===== config.mk =====
export PLATFORM = sky130hd
export DESIGN_NAME = seg7_scan
export DESIGN_NICKNAME = d
export VERILOG_FILES = /design/src/rtl/seg7_pkg.sv /design/src/rtl/seg7_font.sv /design/src/rtl/seg7_scan.sv
export SDC_FILE = /design/constraint.sdc
export NUM_CORES = 1
export LEC_CHECK = 0
export ABC_CLOCK_PERIOD_IN_PS = 2750
export CAP_MARGIN = 20
export CELL_PAD_IN_SITES_DETAIL_PLACEMENT = 1
export CELL_PAD_IN_SITES_GLOBAL_PLACEMENT = 1
export CORE_ASPECT_RATIO = 0.6
export CORE_MARGIN = 5
export CORE_UTILIZATION = 47
export CTS_BUF_LIST = sky130_fd_sc_hd__clkbuf_2 sky130_fd_sc_hd__clkbuf_4 sky130_fd_sc_hd__clkbuf_8
export CTS_CLUSTER_SIZE = 20
export DETAILED_ROUTE_END_ITERATION = 10
export PLACE_DENSITY_LB_ADDON = 0.1
export SLEW_MARGIN = 0
export SYNTH_ARGS = -nofsm -noshare
export SYNTH_HDL_FRONTEND = slang
export SYNTH_SLANG_ARGS = --single-unit
export TNS_END_PERCENT = 20

===== constraint.sdc =====
create_clock -name CLK -period 2.75 [get_ports CLK]
set_input_delay 0.55 -clock CLK [delete_from_list [all_inputs] [get_ports CLK]]
set_output_delay 0.55 -clock CLK [all_outputs]
set_load 0.005 [all_outputs]

===== src/rtl/seg7_pkg.sv =====
// seg7_pkg: shared glyph constants for the seven-segment scanner.
// Segment encoding is active-low: bit7 = dot, bits6..0 = g..a.
package seg7_pkg;

   localparam logic [7:0] SEG_BLANK   = 8'hFF;
   localparam logic [7:0] SEG_DP_MASK = 8'h7F;

   // Index 0 is the rightmost entry; glyphs 0-9, A b C d E F
   localparam logic [15:0][7:0] SEG_HEX = {
      8'h8E, 8'h86, 8'hA1, 8'hC6, 8'h83, 8'h88, 8'h90, 8'h80,
      8'hF8, 8'h82, 8'h92, 8'h99, 8'hB0, 8'hA4, 8'hF9, 8'hC0
   };

endpackage


===== src/rtl/seg7_font.sv =====
// seg7_font: combinational nibble-to-glyph decode with optional decimal point.
module seg7_font
   import seg7_pkg::*;
(
   input  logic [3:0] i_nib,
   input  logic       i_dot,
   output logic [7:0] o_seg_c
);

   // Look up the hex glyph and pull the dot segment low on request
   always_comb begin
      o_seg_c = SEG_HEX[i_nib];
      if (i_dot) begin
         o_seg_c = o_seg_c & SEG_DP_MASK;
      end
   end

endmodule


===== src/rtl/seg7_scan.sv =====
// seg7_scan: multiplexed seven-segment scanner with double-buffered display
// data, per-slot ghost blanking and frame-aligned commit of new values.
// Optional build macro SEG7_LZS_EN enables leading-zero suppression.
module seg7_scan
   import seg7_pkg::*;
#(
   parameter int unsigned NDIG = 4,
   parameter int unsigned DIV  = 50000,
   parameter int unsigned GAP  = 2
)(
   input  logic              CLK,
   input  logic              RST,
   input  logic [4*NDIG-1:0] DIN,
   input  logic [NDIG-1:0]   DOT,
   input  logic [NDIG-1:0]   BLANK,
   input  logic              LOAD,
   output logic [7:0]        nHEX,
   output logic [NDIG-1:0]   nDIG,
   output logic              FRAME,
   output logic              PEND
);

   localparam int unsigned CW = $clog2(DIV);
   localparam int unsigned IW = (NDIG > 1) ? $clog2(NDIG) : 1;

   logic [CW-1:0]     r_cnt;
   logic [IW-1:0]     r_idx;
   logic [4*NDIG-1:0] r_pend_din;
   logic [NDIG-1:0]   r_pend_dot;
   logic [NDIG-1:0]   r_pend_blank;
   logic [4*NDIG-1:0] r_act_din;
   logic [NDIG-1:0]   r_act_dot;
   logic [NDIG-1:0]   r_act_blank;
   logic              r_pend;
   logic              r_frame;
   logic [7:0]        r_nhex;
   logic [NDIG-1:0]   r_ndig;

   logic              w_tick;
   logic              w_wrap;
   logic              w_frame_next;
   logic              w_gap;
   logic [3:0]        w_nib;
   logic              w_dot;
   logic              w_blank;
   logic [NDIG-1:0]   w_lzs;
   logic [7:0]        w_glyph;

   // Slot timing: tick at end of each slot, wrap at end of the last slot
   always_comb begin
      w_tick       = (r_cnt == CW'(DIV - 1));
      w_wrap       = w_tick && (r_idx == IW'(NDIG - 1));
      w_frame_next = (r_cnt == CW'(DIV - 2)) && (r_idx == IW'(NDIG - 1));
      w_gap        = (r_cnt < CW'(GAP));
      w_nib        = r_act_din[4*r_idx +: 4];
      w_dot        = r_act_dot[r_idx];
      w_blank      = r_act_blank[r_idx] | w_lzs[r_idx];
   end

   // Leading-zero mask: digit k>0 blanks when it and all higher nibbles are zero
   always_comb begin : lzs_mask
      logic v_hi_zero;
      v_hi_zero = 1'b1;
      w_lzs     = '0;
`ifdef SEG7_LZS_EN
      for (int k = NDIG - 1; k > 0; k--) begin
         v_hi_zero = v_hi_zero && (r_act_din[4*k +: 4] == 4'h0);
         w_lzs[k]  = v_hi_zero && !r_act_dot[k];
      end
`else
      v_hi_zero = 1'b0;
`endif
   end

   seg7_font u_font (
      .i_nib   (w_nib),
      .i_dot   (w_dot),
      .o_seg_c (w_glyph)
   );

   // Scan counters, buffer management and registered display outputs
   always_ff @(posedge CLK) begin
      if (RST) begin
         r_cnt        <= '0;
         r_idx        <= '0;
         r_pend_din   <= '0;
         r_pend_dot   <= '0;
         r_pend_blank <= '0;
         r_act_din    <= '0;
         r_act_dot    <= '0;
         r_act_blank  <= '0;
         r_pend       <= 1'b0;
         r_frame      <= 1'b0;
         r_nhex       <= SEG_BLANK;
         r_ndig       <= '1;
      end else begin
         r_cnt   <= w_tick ? '0 : r_cnt + CW'(1);
         r_frame <= w_frame_next;

         if (w_wrap) begin
            r_idx <= '0;
         end else if (w_tick) begin
            r_idx <= r_idx + IW'(1);
         end

         // A load on the wrap cycle bypasses pending so it is never delayed a frame
         if (w_wrap && LOAD) begin
            r_act_din   <= DIN;
            r_act_dot   <= DOT;
            r_act_blank <= BLANK;
            r_pend      <= 1'b0;
         end else if (w_wrap && r_pend) begin
            r_act_din   <= r_pend_din;
            r_act_dot   <= r_pend_dot;
            r_act_blank <= r_pend_blank;
            r_pend      <= 1'b0;
         end else if (LOAD) begin
            r_pend_din   <= DIN;
            r_pend_dot   <= DOT;
            r_pend_blank <= BLANK;
            r_pend       <= 1'b1;
         end

         // Ghost suppression keeps all digits off at the start of each slot
         if (w_gap) begin
            r_ndig <= '1;
            r_nhex <= SEG_BLANK;
         end else begin
            r_ndig <= ~(NDIG'(1) << r_idx);
            r_nhex <= w_blank ? SEG_BLANK : w_glyph;
         end
      end
   end

   assign nHEX  = r_nhex;
   assign nDIG  = r_ndig;
   assign FRAME = r_frame;
   assign PEND  = r_pend;

endmodule

Word-level counts from Yosys, hierarchy flattened --
Memories as Yosys holds them, arrays and structs flattened. Index checks and enable logic that the tools add are counted.
Word-level totals: register bits 80, memory bits (read-only) 128, output and inout bits 14, word-level logic and storage cells 52, memories kept 1
Memory list:
- (no name shown) | depth 16, width 8, read ports 1, clocked after Yosys merged registers in 0, write ports 0, line seg7_font.sv:12 | o_seg_c = SEG_HEX[i_nib];
Cells by class: add/sub/neg operators 2, $lt $le $gt $ge 3, eq/ne operators 3, shift operators 2, muxes and demuxes 14, bitwise gates (word level) 4, reduce and logical (&&, ||, !) cells 11
Operator list (number):
- equality test 16 bit, second input constant | 2
- 2-to-1 mux 16 bit | 2
- adder 16 x 1 -> 16 bit, second input constant | 1
- less-than comparator 16 x 2 -> 1 bit, second input constant | 1
- 2-to-1 mux 4 bit | 4
- 2-to-1 mux 8 bit | 2
- indexed part select 16 x 5 -> 4 bit | 1
- binary-select mux 1 bit (select 2 bit) | 3
- OR reduction 2 bit | 3
- OR reduction 3 bit | 2
- less-than comparator 4 x 5 -> 1 bit, second input constant | 1
- logical AND 1 bit | 4
- inverter 4 bit | 1
- left shift 1 x 2 -> 4 bit, first input constant | 1
- less-than comparator 2 x 3 -> 1 bit, second input constant | 1
- 2-to-1 mux 1 bit | 3
- AND reduction 3 bit | 1
- adder 2 x 1 -> 2 bit, second input constant | 1
- equality test 2 bit, second input constant | 1
- inverter 1 bit | 2
- nonzero test 2 bit | 1
- bitwise OR 1 bit | 1

Depth between registers and ports, before layout --
Gate-level depths: netlist (run 1).
depth after elaboration 5, gate-level depth with buffers 7, gate-level depth less buffers 6

Cells and area by module --
From an unflattened synthesis (run 1), not the netlist that was laid out.
Second synthesis, totals: cell total of the unflattened synthesis 411, area total of the unflattened synthesis 3852.4 um2
Modules (own cells, without submodules):
- seg7_scan | times used 1, cells each 375, area each 3582.2 um2, seq. area each 1601.5 um2
- seg7_font | times used 1, cells each 36, area each 270.3 um2, seq. area each 0.0 um2

Worst setup path before layout (run 1) --
OpenSTA, ideal clock, no wires.
kind flip-flop to flip-flop, from register r_idx[0], to register r_nhex[3], in the netlist nHEX[3], arrival 1845 ps, setup slack 772 ps, stages on the path, launching flop included 7, path buffers 1, cell sequence dfxtp_1 > buf_2 > mux4_2 > ha_1 > or2_2 > a21oi_1 > o21ai_0
On the way: cells in the longest elaborated chain, start to end 4, elaborated cells between the ends (all ways) 10, classes of those cells shift: 1; mux: 6; bitwise: 1; reduce/logical: 1; memory: 1
Ends and longest elaborated chain:
- start, declared | line seg7_scan.sv:27 | logic [IW-1:0] r_idx;
- start signal, assigned | line seg7_scan.sv:103 | r_idx <= r_idx + IW'(1);
- indexed part select 16 x 5 -> 4 bit or binary-select mux 1 bit (select 2 bit) (tied branches) | line seg7_scan.sv:55, seg7_scan.sv:57
- memory read (16 x 8 bit) or 2-to-1 mux 1 bit (tied branches)
- 2-to-1 mux 8 bit (not written as such) or bitwise OR 1 bit (tied branches) | line seg7_font.sv:12, seg7_scan.sv:57
- 2-to-1 mux 8 bit or OR reduction 3 bit (tied branches)
- end signal, assigned | line seg7_scan.sv:130 | r_nhex <= w_blank ? SEG_BLANK : w_glyph;
- end, declared | line seg7_scan.sv:36 | logic [7:0] r_nhex;
Parallel ways exist; a longest one is shown, timed or not. The select of a mux whose other input is x is not followed. A chain may end at the register's enable or synchronous reset.

Worst setup path after layout (run 1) --
from register r_idx[0], to register r_act_blank[2]
On the way: cells in the longest elaborated chain, start to end 4, elaborated cells between the ends (all ways) 6, classes of those cells eq/ne: 1; mux: 1; reduce/logical: 4
Ends and longest elaborated chain:
- equality test 2 bit * | line seg7_scan.sv:52 | w_wrap = w_tick && (r_idx == IW'(NDIG - 1));
- logical AND 1 bit * | line seg7_scan.sv:52
- logical AND 1 bit (on tied branches) | line seg7_scan.sv:107, seg7_scan.sv:112
- 2-to-1 mux 4 bit or nonzero test 2 bit (tied branches)
- end signal, assigned | line seg7_scan.sv:115 | r_act_blank <= r_pend_blank;
- end, declared | line seg7_scan.sv:33 | logic [NDIG-1:0] r_act_blank;
Every way passes the cells marked *; elsewhere a longest branch is shown, timed or not.

==> results.json, run 1 <==
{
  "drt-pass1-iter-count": 4,
  "cp_max_fo": 24,
  "grt_setup_unrepaired": "false",
  "p_per_area_mw_per_mm2": 500,
  "drv_cap": 0,
  "cts_made_buffers": 9,
  "fin_crit_sh": 0.811,
  "drive_gt1_frac": 0.166,
  "vias_per_cell": 5.67,
  "cts.clk_slew.worst_paths_ps": 90,
  "cp.required_ps": 3020,
  "diodes": 0,
  "synthTopCellsByCount": "dfxtp_1 (80), nand2b_1 (53), a22oi_1 (24), mux2i_1 (24)",
  "synth_adder_area_share": 0.0359,
  "crit_path_end_kind": "flip-flop",
  "yosysMostFrequentCell": "dfxtp_1",
  "synthMuxAreaShare": 0.0977,
  "ctsRootBufferMaster": "clkbuf_8",
  "synth_simple_gate_area_share": 0.225,
  "initial_core_util": 0.488,
  "synth_top_area_frac": 0.382,
  "peakVddDrop_mv": 0.266,
  "die_w_um": 132,
  "clockBufferDepth": 2,
  "p_leak_nw": 1.66,
  "gp_congestion": 0.801,
  "synthTopCellsByArea": "dfxtp_1 (38%), nand2b_1 (7.9%), o32ai_2 (7.8%)",
  "clkSinkCount": 80,
  "yosysSeqAreaShare": 0.382,
  "post-route-drc-count": 0,
  "ant_nets": 0,
  "critPathArrivalTime_ps": 2500,
  "async_reset_ff_frac": 0,
  "synth_ff_type": "dfxtp_1",
  "final_core_util": 0.559,
  "drt_iter0_drc": 215,
  "io_buffer_count": 40,
  "stdcell_area_mm2": 0.00480,
  "avgSynthCellArea_um2": 10.4,
  "final_max_slew_viol_count": 0,
  "ys_types": 47,
  "grt_max_degree": 61,
  "hp-class": "flip-flop to flip-flop",
  "tns_ps": 0,
  "synth_compound_area_frac": 0.160,
  "fin_crit_ps": 2230,
  "grt_pass1_wl_um": 17200,
  "skew_ps": 9.31,
  "ys_ff_latch": 80,
  "fill_cells": 944,
  "status": "finished, final reports clean",
  "place_ws_ps": 531,
  "nets": 467,
  "cts_hold_buf": 0,
  "synth_top_family_by_area": "simple AND/OR/NAND/NOR gates",
  "synth_edf_count": 0,
  "reg2reg_from": "r_idx[0]",
  "htreeDepth": 3,
  "die_y_um": 83.1,
  "die_area_mm2": 0.0110,
  "grt_pass1_vias": 3119,
  "gr-usage-all-layers": 0.194,
  "routed_wl_um": 10400,
  "yosysTopAreaCell": "dfxtp_1",
  "io_pins": 41,
  "syn_inst": 401,
  "fmax_mhz": 449,
  "rows": 26,
  "setup_viol": 0,
  "antenna_found_initial": 0,
  "area_growth_pct": 14.7,
  "synth-xor-area-share": 0.0356,
  "postCtsSetupBuffers": 0,
  "wl_per_cell_um": 19.2,
  "grt_remaining_overflow": 0,
  "synth.net_count": 440,
  "hold_start": "r_pend_blank[0]",
  "cts-resized-gates": 0,
  "setup_slack_ps": 521,
  "path_class": "flip-flop to flip-flop",
  "num_vias": 3092,
  "ys_warn_count": 0,
  "hold_viol": 0,
  "worstSetupStartpoint": "r_idx[0]",
  "core-area_mm2": 0.00859,
  "worst_slew_pin_slew_ps": 750,
  "max_slew_margin": 0.500,
  "start_kind": "flip-flop",
  "post_dp_cell_area_mm2": 0.00458,
  "dp_hpwl_um": 7240,
  "cts_tree": "done",
  "netlist_area_mm2": 0.00419,
  "clkLatencyLatePin_ps": 360
}
flip-flops by register name, indices dropped and copies added (netlist names):
signal	flops
r_pend_blank	4
r_act_blank	4
r_act_din	16
r_cnt	16
r_pend_dot	4
r_pend_din	16
PEND	1
r_act_dot	4
nHEX	8
nDIG	4
r_idx	2
FRAME	1
path summary, 6_finish.rpt:
check                                  endpoint  slack, ps  cells past startpoint
worst max-delay path             r_act_blank[2]        520                      5
worst min-delay path            r_pend_blank[0]        480                      2
worst max register to register   r_act_blank[2]        520                      5
worst min register to register  r_pend_blank[0]        480                      2
where the power goes:
group          internal [mW]  total (mW)  switching, mW
logic                  0.113       0.224          0.111
clock network          0.510       0.963          0.452
registers               1.19        1.22         0.0231
total                   1.82        2.40          0.586
cell type report:
type / count / area, µm² / area share
multi-input cells: 279 / 2330 / 0.485
flip-flops and latches: 80 / 1600 / 0.333
repair buffers: 50 / 483 / 0.101
well taps: 112 / 140 / 0.0292
clock buffers: 9 / 124 / 0.0258
clock inverters: 7 / 96.3 / 0.0201
inverters: 8 / 30.0 / 0.00625
cell families (layout without fill, tap and decap cells):
logic type | count (synthesis) | in the layout
adder cells (fa/ha/maj) | 12 | 12
buffers and inverters | 42 | 74
flip-flops | 80 | 80
multiplexers | 32 | 32
XOR/XNOR | 17 | 17
AND/OR/NAND/NOR | 150 | 150
AO/OA/AOI/OAI | 68 | 68
per-layer routing:
layer,vias up,part of all wire,global-route usage
li1,1491,-,-
met1,1520,0.55,0.301
met2,70,0.40,0.256
met3,11,0.045,0.0562
met4,0,0.013,0.0551
met5,-,0,0
cell usage in the layout (no fill, tap or decap), types with 4 or more instances in the layout:
master,instances
nand3_1,7
xor2_1,7
clkdlybuf4s50_1,39
a22oi_1,24
or2b_1,13
dfxtp_1,80
mux2i_1,24
nand2_1,14
o32ai_2,20
nand2b_1,53
mux4_2,7
nor4_1,6
nor3_1,4
a21oi_1,5
inv_1,8
nand4_1,6
buf_4,9
or2b_2,7
ha_1,12
o32ai_1,4
nor2_1,20
o21ai_0,5
xnor2_1,10
clkbuf_8,9
metrics by stage:
step | instances | total power, mW | hold WS, ps
floorplan | 401 | 1.37 | 448
global placement | 529 | 1.46 | 457
detailed placement | 529 | 1.47 | 466
CTS | 545 | 2.43 | 481
global route | 545 | 2.50 | 505
finish | 545 | 2.40 | 481
critical path: stages (launching register included):
cell and delay, ps:
dfxtp_1 620, ha_1 340, inv_1 180, or3_1 400, buf_4 260, o32ai_1 320
Power figures use the tool's default switching activity.
==> run 2: changes to the inputs <==
--- a/config.mk
+++ b/config.mk
@@ -5,13 +5,13 @@
 export SDC_FILE = /design/constraint.sdc
 export NUM_CORES = 1
 export LEC_CHECK = 0
-export ABC_CLOCK_PERIOD_IN_PS = 2750
+export ABC_CLOCK_PERIOD_IN_PS = 2000
 export CAP_MARGIN = 20
 export CELL_PAD_IN_SITES_DETAIL_PLACEMENT = 1
 export CELL_PAD_IN_SITES_GLOBAL_PLACEMENT = 1
 export CORE_ASPECT_RATIO = 0.6
 export CORE_MARGIN = 5
-export CORE_UTILIZATION = 47
+export CORE_UTILIZATION = 42
 export CTS_BUF_LIST = sky130_fd_sc_hd__clkbuf_2 sky130_fd_sc_hd__clkbuf_4 sky130_fd_sc_hd__clkbuf_8
 export CTS_CLUSTER_SIZE = 20
 export DETAILED_ROUTE_END_ITERATION = 10
==> constraint.sdc (replaced) <==
create_clock -name CLK -period 2 [get_ports CLK]
set_input_delay 0.4 -clock CLK [delete_from_list [all_inputs] [get_ports CLK]]
set_output_delay 0.4 -clock CLK [all_outputs]
set_load 0.005 [all_outputs]
==> run 2 against run 1 <==
- clock skew barely moved
- first-iteration DRC count shrank 24%
- cell count increased by 5.9%
- sequential power is 37% higher
- via count grew 1.6%
- die area increased by 11%
- non-clock buffer count increased by 9
- global-route usage down 1.0 points
- combinational power grew 44%
- wire length increased by 2.4%
- largest cell class unchanged
==> results.json, run 2 (synthesis gave the netlist of run 1 again) <==
{
  "hold_depth": 4,
  "routed_wl_um": 10700,
  "die_y_um": 87.3,
  "initial_core_util": 0.427,
  "start_kind": "flip-flop",
  "slowest_delay_ps": 570,
  "drt_iter0_drc": 164,
  "vias_per_cell": 5.45,
  "fill_cells": 1067,
  "crit_path_end_kind": "flip-flop",
  "whs_ps": 455,
  "setup_viol": 0,
  "worstReg2RegEnd": "nHEX[3]",
  "fmax_mhz": 534,
  "dp_hpwl_um": 7390,
  "fin_crit_ps": 1870,
  "finalPower_mw": 3.59,
  "postCtsSetupBuffers": 0,
  "skew_ps": 9.06,
  "final_max_slew_viol_count": 0,
  "ctsRootBufferMaster": "clkbuf_8",
  "clockBufferDepth": 2,
  "r2r_cells": 5,
  "final_common_cell": "dfxtp_1",
  "htreeDepth": 3,
  "cts_tree": "done",
  "num_vias": 3143,
  "grt_pass1_vias": 3264,
  "post-route-drc-count": 0,
  "gr-usage-all-layers": 0.184,
  "die_area_mm2": 0.0121,
  "crit_slowest_cell": "mux4_2",
  "cts_made_buffers": 9,
  "clkSinkCount": 80,
  "path_cells": "mux4_2 -> ha_1 -> or2_2 -> a21oi_1 -> o21ai_0",
  "gp_congestion": 0.766,
  "seq_area_mm2": 0.00160,
  "post_layout_nonfiller_instances": 577,
  "grt_max_degree": 103,
  "path_class": "flip-flop to flip-flop",
  "rows": 28,
  "reg2reg_from": "r_idx[0]",
  "antenna_found_initial": 0,
  "hp-class": "primary input to flip-flop",
  "drv_cap": 0,
  "grt_remaining_overflow": 0,
  "max_slew_margin": 0.724,
  "grt_setup_unrepaired": "false",
  "diodes": 0,
  "drt-pass1-iter-count": 4,
  "layout_common_cells": "dfxtp_1 (79), nand2b_1 (53), clkdlybuf4s50_1 (39)",
  "critPathArrivalTime_ps": 2110,
  "clkLatencyLatePin_ps": 370,
  "io_pins": 41,
  "multi_input_area_mm2": 0.00233,
  "final_core_util": 0.510,
  "cp.required_ps": 2230,
  "ant_nets": 0,
  "cts.clk_slew.worst_paths_ps": 80,
  "core-area_mm2": 0.00981,
  "reg2reg_slack_ps": 130,
  "peakVddDrop_mv": 0.346,
  "worstSetupStartpoint": "r_idx[0]",
  "critPathCapture": "nHEX[3]",
  "die_w_um": 139,
  "drive_gt1_frac": 0.188,
  "grt_pass1_wl_um": 17500,
  "cts_hold_buf": 0,
  "cp_max_fo": 5,
  "worst_slew_pin_slew_ps": 411,
  "area_growth_pct": 19.5,
  "reg.largest.list": "r_act_din: 16 flops, r_cnt: 16 flops, r_pend_din: 16 flops",
  "p_per_area_mw_per_mm2": 717,
  "status": "finished, final reports clean",
  "io_buffer_count": 40,
  "hold_viol": 0,
  "dp.cells": 561,
  "p_leak_nw": 1.76,
  "wl_per_cell_um": 18.5,
  "fin_crit_sh": 0.937,
  "nets": 476
}
==> run 2: worst min-delay path by stage <==
stage               slack (ps)         endpoint       startpoint
CTS                        450          nDIG[1]              RST
global route               460          nDIG[1]              RST
finish                     460          nDIG[1]              RST
detailed placement         470    r_pend_din[2]    r_pend_din[2]
floorplan                  450  r_pend_blank[1]  r_pend_blank[1]
global placement           460   r_pend_din[11]   r_pend_din[11]
==> run 2: power breakdown <==
group	switching, mW	total, mW	internal [mW]
logic	0.156	0.322	0.166
registers	0.0280	1.67	1.64
clock network	0.610	1.60	0.985
total	0.795	3.59	2.79
==> run 2: per-stage QoR <==
| stage | setup slack [ps] | setup TNS (ps) | area [µm²] |
|---|---|---|---|
| final | 126 | 0 | 5000 |
| after global routing | 15.3 | 0 | 5000 |
| after CTS | 64.5 | 0 | 5000 |
| after detailed placement | -82.2 | -82.2 | 4730 |
| after global placement | 44.4 | 0 | 4730 |
| after floorplan | 21.7 | 0 | 4190 |
==> run 2: worst max-delay path, delay by kind of cell (launching register included) <==
family                   cells  cell delay, ps
multiplexers                 1             570
AO/OA/AOI/OAI                2             220
adder cells (fa/ha/maj)      1             270
AND/OR/NAND/NOR              1             310
flip-flops                   1             380
==> run 2: what timing repair did <==
action                                  in CTS  in global routing
pin swaps                                    0                  1
resized for setup                            1                  2
endpoints found under the setup margin       1                  5
==> run 2: area by class of cell <==
class                           count  share of cell area
Clock buffer                       10              0.0275
Timing Repair Buffer               59               0.120
Sequential cell                    80               0.320
Multi-Input combinational cell    279               0.466
Inverter                            8             0.00600
Tap cell                          135              0.0338
Clock inverter                      6              0.0260
==> run 2: per-layer routing <==
metal	wire, µm	vias up	GRT usage	part of all wire
li1	-	1506	-	-
met2	4360	53	0.262	0.41
met3	422	10	0.0505	0.039
met1	5760	1574	0.272	0.54
met5	0	-	0	0
met4	140	0	0.0515	0.013
==> run 3: changes to the inputs <==
--- a/config.mk
+++ b/config.mk
@@ -11,13 +11,13 @@
 export CELL_PAD_IN_SITES_GLOBAL_PLACEMENT = 1
 export CORE_ASPECT_RATIO = 0.6
 export CORE_MARGIN = 5
-export CORE_UTILIZATION = 42
+export CORE_UTILIZATION = 41
 export CTS_BUF_LIST = sky130_fd_sc_hd__clkbuf_2 sky130_fd_sc_hd__clkbuf_4 sky130_fd_sc_hd__clkbuf_8
-export CTS_CLUSTER_SIZE = 20
 export DETAILED_ROUTE_END_ITERATION = 10
 export PLACE_DENSITY_LB_ADDON = 0.1
 export SLEW_MARGIN = 0
 export SYNTH_ARGS = -nofsm -noshare
 export SYNTH_HDL_FRONTEND = slang
+export SYNTH_HIERARCHICAL = 1
 export SYNTH_SLANG_ARGS = --single-unit
 export TNS_END_PERCENT = 20
==> run 3 against run 2 <==
- critical path type unchanged
- worst hold slack improved by 13 ps
- via count rose by 2.9%
- clock power fell by 19%
- first-iteration DRC count rose by 0.61%
- die area fell by 5.2%
- register-to-register slack got worse by 20 ps
- clock skew fell by 2.4 ps
- sequential share of layout area rose by 1.9 points
- utilization rose by 0.61 points
- largest cell class unchanged
- final area fell by 5.6%
- count of clock-buffer cells in the layout rose by 1
==> results.json, run 3 <==
{
  "clkSinkCount": 80,
  "grt_setup_unrepaired": "false",
  "rows": 27,
  "dp_hpwl_um": 7470,
  "layout_common_cells": "dfxtp_1 (79), nand2b_1 (56), clkdlybuf4s50_1 (39)",
  "fin_crit_sh": 0.946,
  "worstReg2RegEnd": "nHEX[3]",
  "gp_congestion": 0.767,
  "reg2reg_slack_ps": 110,
  "ys_ff_latch": 80,
  "avgSynthCellArea_um2": 9.37,
  "final_core_util": 0.516,
  "crit_path_end_kind": "flip-flop",
  "synth-xor-area-share": 0.0273,
  "cts.clk_slew.worst_paths_ps": 80,
  "hold_start": "RST",
  "ctsRootBufferMaster": "clkbuf_8",
  "grt_pass1_wl_um": 17100,
  "syn_inst": 411,
  "place_ws_ps": -151,
  "r2r_cells": 6,
  "drt-pass1-iter-count": 6,
  "max_slew_margin": 0.739,
  "clockBufferDepth": 2,
  "cp_max_fo": 7,
  "core-area_mm2": 0.00916,
  "path_class": "flip-flop to flip-flop",
  "final_common_cell": "dfxtp_1",
  "drive_gt1_frac": 0.137,
  "wl_per_cell_um": 17.4,
  "post-route-drc-count": 0,
  "cts_made_buffers": 9,
  "reg.largest.list": "r_act_din: 16 flops, r_cnt: 16 flops, r_pend_din: 16 flops",
  "initial_core_util": 0.421,
  "peakVddDrop_mv": 0.335,
  "drv_cap": 0,
  "whs_endpoint": "r_cnt[2]",
  "synth_simple_gate_area_share": 0.258,
  "yosysMostFrequentCell": "dfxtp_1",
  "die_w_um": 135,
  "synthTopCellsByArea": "dfxtp_1 (42%), nand2b_1 (9.1%), nand4b_1 (5.5%)",
  "yosysTopAreaCell": "dfxtp_1",
  "synth_edf_count": 0,
  "ys_types": 52,
  "reg2reg_from": "r_idx[1]",
  "synth_ff_type": "dfxtp_1",
  "vias_per_cell": 5.48,
  "die_area_mm2": 0.0115,
  "fmax_mhz": 529,
  "io_pins": 41,
  "synth.net_count": 451,
  "drt_iter0_drc": 165,
  "fill_cells": 1065,
  "synth_top_family_by_area": "simple AND/OR/NAND/NOR gates",
  "synthTopCellsByCount": "dfxtp_1 (80), nand2b_1 (56), o21ai_0 (28), clkbuf_1 (25)",
  "gr-usage-all-layers": 0.187,
  "grt_max_degree": 38,
  "yosysSeqAreaShare": 0.416,
  "clkLatencyLatePin_ps": 350,
  "cts_hold_buf": 0,
  "routed_wl_um": 10200,
  "nets": 496,
  "setup_viol": 0,
  "status": "finished, final reports clean",
  "synth_compound_area_frac": 0.167,
  "area_growth_pct": 22.6,
  "synth_adder_area_share": 0.0422,
  "p_leak_nw": 1.59,
  "critPathArrivalTime_ps": 2140,
  "start_kind": "flip-flop",
  "fin_crit_ps": 1890,
  "cp.required_ps": 2250,
  "skew_ps": 6.71,
  "diodes": 0,
  "p_per_area_mw_per_mm2": 689,
  "die_y_um": 85.1,
  "htreeDepth": 3,
  "worst_slew_pin_slew_ps": 391,
  "antenna_found_initial": 0,
  "grt_remaining_overflow": 0,
  "synthMuxAreaShare": 0.0406,
  "hp-class": "primary input to flip-flop",
  "cts_tree": "done",
  "setup_slack_ps": 108,
  "ys_warn_count": 6,
  "synth_top_area_frac": 0.416,
  "async_reset_ff_frac": 0,
  "final_max_slew_viol_count": 0,
  "io_buffer_count": 40,
  "num_vias": 3235,
  "hold_viol": 0,
  "hold_depth": 2,
  "grt_pass1_vias": 3258,
  "netlist_area_mm2": 0.00385,
  "ant_nets": 0
}
run 3: changes by cell type after synthesis, moves of 4 or more:
cell,before,now
nand4b_1,0,24
mux2i_1,24,1
o21ai_0,5,28
o32ai_1,4,24
o32ai_2,20,0
or2b_1,13,1
clkbuf_1,14,25
buf_6,10,1
or2b_2,7,0
xor2_1,7,3
run 3: cells by family (layout without fill, tap and decap cells):
kind of cell | Yosys count | after routing
AOI/OAI and AO/OA | 94 | 94
adders and majority gates | 13 | 13
muxes | 8 | 8
xor gates and xnor gates | 12 | 12
DFF | 80 | 80
and+or+nand+nor | 159 | 159
buffers and inverters | 45 | 94
run 3: area by class of cell:
cell class / instances / area [µm²] / area share
clock inverters: 4 / 70.1 / 0.0148
flip-flops and latches: 80 / 1610 / 0.340
inverters: 9 / 33.8 / 0.00715
repair buffers: 70 / 646 / 0.137
clock buffers: 11 / 139 / 0.0294
multi-input cells: 286 / 2070 / 0.438
well taps: 130 / 163 / 0.0344
run 3: metal layers:
layer  vias to the layer above  global-route usage  share of wire
met5                         -                   0              0
met4                         0              0.0384         0.0050
met3                         4              0.0504          0.049
met2                        64               0.266           0.42
met1                      1583               0.283           0.53
li1                       1584                   -              -
run 3: worst max path at each step:
stage / end / start / depth (start not counted)
6_report: nHEX[3] / r_idx[1] / 6
5_1_grt: r_act_din[11] / r_idx[1] / 6
4_1_cts: nHEX[3] / r_idx[1] / 6
3_5_place_dp: r_pend_din[1] / r_idx[1] / 6
3_3_place_gp: nHEX[3] / r_idx[1] / 7
2_1_floorplan: nHEX[0] / r_idx[1] / 7
run 3: through the flow:
| step | std cells | setup TNS, ps | instance area, µm² | hold WS (ps) | power [mW] |
|---|---|---|---|---|---|
| floorplan | 411 | 0 | 3850 | 442 | 1.84 |
| global placement | 572 | 0 | 4480 | 452 | 2.00 |
| detailed placement | 572 | -1420 | 4480 | 457 | 2.01 |
| CTS | 589 | 0 | 4710 | 445 | 3.31 |
| global route | 590 | 0 | 4720 | 488 | 3.40 |
| finish | 590 | 0 | 4720 | 468 | 3.25 |
run 3: worst max-delay path, cell delays in order (launching register included):
cell and delay (ps):
dfxtp_4 400, mux4_2 560, ha_1 240, or2_1 240
a21oi_1 150, a31oi_1 50, nand2b_1 150
run 3: where the power goes:
part | internal [mW] | switching, mW
logic | 0.159 | 0.143
registers | 1.64 | 0.0272
clock network | 0.721 | 0.566
run 3: repair_timing:
action | in CTS | in global routing
buffers inserted | 2 | 1
gates resized for setup | 2 | 1
pin swaps | 1 | 1
setup endpoints to repair | 49 | 6
